### src/rtl/sweep_ctrl.sv
// Frequency-sweep sequencer: steps the sine generator's phase increment
// from start to stop with a programmable dwell. Option: SWEEP_BIDIR_EN.
module sweep_ctrl #(
    parameter int D_WIDTH     = 8,
    parameter int DWELL_WIDTH = 16
) (
    input  logic                   clk,
    input  logic                   rst,
    input  logic                   start,
    input  logic                   abort,
    input  logic                   hold,
    input  logic [D_WIDTH-1:0]     cfg_start,
    input  logic [D_WIDTH-1:0]     cfg_stop,
    input  logic [D_WIDTH-1:0]     cfg_step,
    input  logic [DWELL_WIDTH-1:0] cfg_dwell,
    input  logic                   cfg_loop,
    output logic                   en,
    output logic [D_WIDTH-1:0]     incr,
    output logic                   busy,
    output logic                   done
);

    typedef enum logic [1:0] {
        IDLE = 2'd0,
        RUN  = 2'd1,
        HOLD = 2'd2
    } state_t;

    localparam logic [D_WIDTH-1:0]     ONE_D = 1;
    localparam logic [DWELL_WIDTH-1:0] ONE_C = 1;

    state_t                 state_q, state_d;
    logic [D_WIDTH-1:0]     incr_q, incr_d;
    logic [DWELL_WIDTH-1:0] cnt_q, cnt_d;
    logic [D_WIDTH-1:0]     start_q, start_d;
    logic [D_WIDTH-1:0]     stop_q, stop_d;
    logic [D_WIDTH-1:0]     step_q, step_d;
    logic [DWELL_WIDTH-1:0] dwell_q, dwell_d;
    logic                   loop_q, loop_d;
    logic                   up_q, up_d;
    logic                   done_q, done_d;
`ifdef SWEEP_BIDIR_EN
    logic                   rev_q, rev_d;
`endif

    logic [D_WIDTH-1:0] tgt;
    logic               dir_up;
    logic               at_tgt;
    logic [D_WIDTH-1:0] nxt;

    // One step toward tgt, computed one bit wider so wrap clamps to tgt.
    function automatic logic [D_WIDTH-1:0] step_toward(
        input logic [D_WIDTH-1:0] cur,
        input logic [D_WIDTH-1:0] stp,
        input logic [D_WIDTH-1:0] lim,
        input logic               up
    );
        logic [D_WIDTH:0] sum;
        logic [D_WIDTH:0] diff;
        sum  = {1'b0, cur} + {1'b0, stp};
        diff = {1'b0, cur} - {1'b0, stp};
        if (up) begin
            step_toward = (sum > {1'b0, lim}) ? lim : sum[D_WIDTH-1:0];
        end else begin
            step_toward = (diff[D_WIDTH] || (diff[D_WIDTH-1:0] < lim))
                        ? lim : diff[D_WIDTH-1:0];
        end
    endfunction

    always_comb begin
`ifdef SWEEP_BIDIR_EN
        tgt    = rev_q ? start_q : stop_q;
        dir_up = rev_q ? ~up_q : up_q;
`else
        tgt    = stop_q;
        dir_up = up_q;
`endif
        at_tgt = (incr_q == tgt);
        nxt    = step_toward(incr_q, step_q, tgt, dir_up);
    end

    always_comb begin
        state_d = state_q;
        incr_d  = incr_q;
        cnt_d   = cnt_q;
        start_d = start_q;
        stop_d  = stop_q;
        step_d  = step_q;
        dwell_d = dwell_q;
        loop_d  = loop_q;
        up_d    = up_q;
        done_d  = 1'b0;
`ifdef SWEEP_BIDIR_EN
        rev_d   = rev_q;
`endif
        unique case (state_q)
            IDLE: begin
                if (start && !abort) begin
                    start_d = cfg_start;
                    stop_d  = cfg_stop;
                    step_d  = (cfg_step == '0) ? ONE_D : cfg_step;
                    dwell_d = cfg_dwell;
                    loop_d  = cfg_loop;
                    up_d    = (cfg_stop >= cfg_start);
                    incr_d  = cfg_start;
                    cnt_d   = '0;
                    state_d = RUN;
`ifdef SWEEP_BIDIR_EN
                    rev_d   = 1'b0;
`endif
                end
            end
            RUN: begin
                if (abort) begin
                    state_d = IDLE;
                    incr_d  = '0;
                    cnt_d   = '0;
`ifdef SWEEP_BIDIR_EN
                    rev_d   = 1'b0;
`endif
                end else if (hold) begin
                    state_d = HOLD;
                end else if (cnt_q != dwell_q) begin
                    cnt_d = cnt_q + ONE_C;
                end else begin
                    cnt_d = '0;
                    if (!at_tgt) begin
                        incr_d = nxt;
                    end
`ifdef SWEEP_BIDIR_EN
                    // Turn around at stop; stop itself is not repeated.
                    else if (!rev_q && (start_q != stop_q)) begin
                        rev_d  = 1'b1;
                        incr_d = step_toward(incr_q, step_q, start_q, ~up_q);
                    end
`endif
                    else begin
                        done_d = 1'b1;
`ifdef SWEEP_BIDIR_EN
                        rev_d  = 1'b0;
`endif
                        if (loop_q) begin
                            incr_d = start_q;
                        end else begin
                            state_d = IDLE;
                            incr_d  = '0;
                        end
                    end
                end
            end
            HOLD: begin
                if (abort) begin
                    state_d = IDLE;
                    incr_d  = '0;
                    cnt_d   = '0;
`ifdef SWEEP_BIDIR_EN
                    rev_d   = 1'b0;
`endif
                end else if (!hold) begin
                    state_d = RUN;
                end
            end
            default: begin
                state_d = IDLE;
                incr_d  = '0;
                cnt_d   = '0;
            end
        endcase
    end

    always_ff @(posedge clk or posedge rst) begin
        if (rst) begin
            state_q <= IDLE;
            incr_q  <= '0;
            cnt_q   <= '0;
            start_q <= '0;
            stop_q  <= '0;
            step_q  <= '0;
            dwell_q <= '0;
            loop_q  <= 1'b0;
            up_q    <= 1'b0;
            done_q  <= 1'b0;
`ifdef SWEEP_BIDIR_EN
            rev_q   <= 1'b0;
`endif
        end else begin
            state_q <= state_d;
            incr_q  <= incr_d;
            cnt_q   <= cnt_d;
            start_q <= start_d;
            stop_q  <= stop_d;
            step_q  <= step_d;
            dwell_q <= dwell_d;
            loop_q  <= loop_d;
            up_q    <= up_d;
            done_q  <= done_d;
`ifdef SWEEP_BIDIR_EN
            rev_q   <= rev_d;
`endif
        end
    end

    assign en   = (state_q == RUN);
    assign busy = (state_q != IDLE);
    assign incr = incr_q;
    assign done = done_q;

endmodule

### config.mk
export PLATFORM = sky130hd
export DESIGN_NAME = sweep_ctrl
export DESIGN_NICKNAME = d
export VERILOG_FILES = /design/src/rtl/sweep_ctrl.sv
export SDC_FILE = /design/constraint.sdc
export NUM_CORES = 1
export LEC_CHECK = 0
export ABC_AREA = 1
export BUFFER_PORTS_ARGS = -buffer_cell sky130_fd_sc_hd__buf_4
export CAP_MARGIN = 20
export CORE_ASPECT_RATIO = 0.75
export CORE_MARGIN = 2
export CORE_UTILIZATION = 60
export DETAILED_ROUTE_END_ITERATION = 12
export GPL_TIMING_DRIVEN = 1
export PLACE_DENSITY = 0.81
export SETUP_SLACK_MARGIN = 0.5
export SLEW_MARGIN = 20
export SYNTH_ARGS = -nofsm -noshare
export SYNTH_HDL_FRONTEND = slang
export SYNTH_SLANG_ARGS = --single-unit
### constraint.sdc
create_clock -name clk -period 3.78 [get_ports clk]
set_input_delay 0.567 -clock clk [delete_from_list [all_inputs] [get_ports clk]]
set_output_delay 0.567 -clock clk [all_outputs]
set_load 0.005 [all_outputs]
==> results.md <==
- The start point of the critical path is incr[0].
- The critical path's most frequent cell is sky130_fd_sc_hd__nand2_1.
- The die boundary width is 111 um.
- In the final layout, the multi-input gates occupy 2970 um^2.
- By startpoint and endpoint, the worst setup path is classified as register to register.
- Dividing the final minimum period by the clock period gives 81.1%.
- The detailed-route wire length is 14100 um.
- The smallest hold slack is roughly 0.3 ns.
- The TritonCTS clock tree is built.
- The post-synth net total is approximately 780.
- The clock network latency to the later pin of the worst-skew pair is 0.33 ns.
- The buffer cell driving the clock tree root is sky130_fd_sc_hd__clkbuf_16.
- The worst setup skew after layout is about 0.0047 ns.
- The initial antenna violation count is 0.
- In this run, CTS created clock tree buffers numbering 9.
- The portion of synthesized area spent on multiplexers is 0%.
- The synthesized netlist devotes 10.6% of its cell area to adder and majority cells.
- The transition time at the pin with the least slew margin is 0.584 ns.
- For this run, the number of Yosys warnings is 0.
- The kind of launch point of the worst setup path is a register.
- The largest single stage delay on the critical path is 0.40 ns.
- Port buffering added 56 buffers.
- The number of library cell types mapped by synthesis is 42.
- For the final routed database, the setup TNS stands at 0 ns.
- The number of global-route vias before repair is around 4800.
- The timing endpoint of the critical path is incr[0].
- The arrival time of data at the critical path endpoint is 3.31 ns.
- The worst path in the final design needs a cycle of 3.06 ns, including I/O delays and setup.
- The half-perimeter wire length after placement is 10600 um.
- The floorplan has 29 rows.
- Broken down by cell family, the worst path's largest delay share belongs to simple AND/OR/NAND/NOR gates.
- The synthesis-to-layout area growth is 18.7%.
- Among all cell types in the netlist, the one instantiated most often is sky130_fd_sc_hd__nand2_1.
- The wire length of the first global-routing pass is 23400 um.
- The critical path goes through inv_1 -> ha_1 -> fa_1 -> nand3b_1 -> nand2_1 -> nand2_1 -> nand2_1 -> nand2_1 -> nand2_2 -> inv_1 -> ha_1 -> nand2_1 -> o21a_1 -> nand2_4 -> nand2_4 -> nand2_1 -> nand3_1 -> nand3_1 -> nand2_1 -> a21oi_1.
- The routed via count is 4850.
- The leading register cell type out of synthesis is sky130_fd_sc_hd__dfrtp_1.
- The H-tree depth is 3.
- Synthesis handed over a netlist of 691 instances.
- The maximum net fanout on the critical path is 9.
- The violation count after the first detailed-route iteration is 326.
- The number of buffers and inverters on the critical path is 2.
- In this run the tightest slew margin relative to its limit is 61.0%.
- The count of filler cells inserted in the layout is 683.
- Summing the sequential cell areas from Yosys gives between 30% and 40% of the chip area.
- Setup violations remaining at the end of the flow were counted as 0.
- In the final routed layout, each cell accounts on average for 16.3 um.
- The area share of xor/xnor cells in the synthesized design is 4.97%.
- The setup slack on the worst flop-to-flop path is ~0.7 ns.
- The floorplan die area is 9270 um^2.
- The first-pass iteration count of the detailed router is 5.
- The critical path data required time is 4.03 ns.
- The critical-path cell with the highest stage delay is sky130_fd_sc_hd__dfrtp_1.
- The residual DRC count is 0.
- The fraction of registers with async set/reset is 100%.
- The launch point of the worst reg-to-reg path is incr[0].
- The core region is 8350 um^2.
- The total global routing overflow is 0.
- The flow ran to the end, and the final reports show no timing, DRC or antenna violations.
- Of the total synthesized cell area, the portion taken by AND, OR, NAND and NOR gates is approximately 30%.
- Clock-pin slew was measured on the worst setup and hold paths at about 0.060 ns.
- The synthesized area is 5110 um^2.
- The average vias per placed instance is ~5.6.
- The synthesized design contains 0 enable-type register cells.
- The synthesized design spends more area on one cell type than any other, namely sky130_fd_sc_hd__dfrtp_1.
- The layout net count is approximately 840.
- Setup repair after global routing left no endpoint under its margin.
- The y dimension of the die is 83.9 um.
- The min-delay analysis places its worst path in the category primary input to async pin.
- For this run, the share of the core covered by cells in the final layout is 72.6%.
- The end of the worst register-to-register path is incr[0].
- The combinational family with the most area after synthesis is simple AND/OR/NAND/NOR gates.
- The placer congestion estimate is about 1.0.
- The number of antenna diodes is 0.
- Ranked by total cell area, the synthesized netlist is headed by sky130_fd_sc_hd__dfrtp_1, sky130_fd_sc_hd__nand2_1, sky130_fd_sc_hd__ha_1.
- The critical path depth is 20.
- The sequential cell area is 1730 um^2.
- The number of flip-flops and latches in the synthesized netlist is 69.
- The clock sink count is 69.
- The portion of synthesized cell area occupied by the leading cell type is 33.8%.
- The hold violation total from the final report is 0.
- The top-level I/O count is between 50 and 60.
- The clock passes through at most 2 buffers.
- The largest net degree at the start of global routing is 57.
- The count of max-cap constraint violations is 0.
- The number of pins exceeding their max-slew limit in the final report came to 0.
- The ratio of cells with drive above 1 in the final layout is 17.6%.
- The initial utilization of the core area, before any placement, comes to 61.2%.
- In this run the remaining antenna-violating nets after routing total 0.
- Counting instances in the post-synthesis netlist gives the leading cell types as sky130_fd_sc_hd__nand2_1, sky130_fd_sc_hd__inv_1, sky130_fd_sc_hd__dfrtp_1.
- The number of cells on the worst reg-to-reg path is 20.
- Averaged over all synthesized cells, the footprint is 7.39 um^2.
- The number of hold-repair buffers added at the cts stage is 0.
- Global routing used roughly a third of the available tracks.
- STA classifies the critical path endpoint as a register.
- The area fraction in compound gates after synthesis is 11.0%.
- The achievable clock frequency is roughly 0.33 GHz.
-- layer usage --
layer	share of wire [%]	vias to the layer above	GRT usage, %	wire, um
met5	0	-	0	0
li1	-	2348	-	-
met4	1.2	0	6.82	163
met1	47	2268	46.8	6550
met2	44	218	48.1	6190
met3	8.4	16	6.32	1180
-- state kept, by name, summed over array words and instances (netlist names) --
name / cells
done: 1
dir_up: 1
cnt_q: 16
stop_q: 8
dwell_q: 16
loop_q: 1
start_q: 8
state_q: 2
incr: 8
step_q: 8
-- repair_timing --
item,CTS,global route
pin swaps,0,4
setup endpoints to repair,8,8
buffers inserted,0,2
resized for setup,1,17
gates cloned,0,1
endpoints found under the hold margin,0,0
-- stage by stage --
| step | setup slack [ns] | std cells | area (um^2) |
|---|---|---|---|
| floorplan | 0.817 | 691 | 5110 |
| global placement | 0.541 | 845 | 5610 |
| detailed placement | 0.446 | 845 | 5610 |
| CTS | 0.514 | 861 | 5970 |
| global route | 0.498 | 864 | 6060 |
| finish | 0.715 | 864 | 6060 |
-- worst min path at each step --
| stage | startpoint | endpoint | slack [ns] |
|---|---|---|---|
| finish | rst | step_q[7] | 0.30 |
| global route | rst | dwell_q[0] | 0.35 |
| CTS | rst | dwell_q[0] | 0.32 |
| detailed placement | start_q[0] | start_q[0] | 0.46 |
| global placement | start_q[0] | start_q[0] | 0.46 |
| floorplan | start_q[0] | start_q[0] | 0.44 |
-- area by class of cell --
class	instances	area share (%)
clock inverter	3	1.49
tap	108	2.23
sequential	69	28.5
timing repair buffer	66	8.18
inverter	99	6.17
clock buffer	13	4.46
multi-input combinational	506	49.0
-- cell usage in the layout (no fill, tap or decap), drive strengths merged --
cell type  Yosys  layout
nand3         59      59
xor2          11      11
clkbuf         4      13
nand3b         3       3
bufinv         0       3
nor2          36      36
nor4           2       2
xnor2         18      18
a21o           4       4
o21ai         43      43
dfrtp         69      69
clkinv         2       2
inv           97      97
ha            40      40
nor3          15      15
and2           2       2
a31oi          1       1
fa             2       2
o2111ai        1       1
nand2        204     205
and3           2       2
o21a           2       2
nand4         13      13
a21oi         44      44
o22ai          1       1
buf           14      66
a211oi         2       2
-- cells by family after synthesis --
logic type | count (synthesis)
AOI/OAI and AO/OA | 98
adders and majority gates | 42
buffers and inverters | 117
DFF | 69
xor gates and xnor gates | 29
and+or+nand+nor | 336
Power is left out: the tool's default activity adds up to more than one toggle a clock period on the data nets, which glitch-free logic cannot reach.
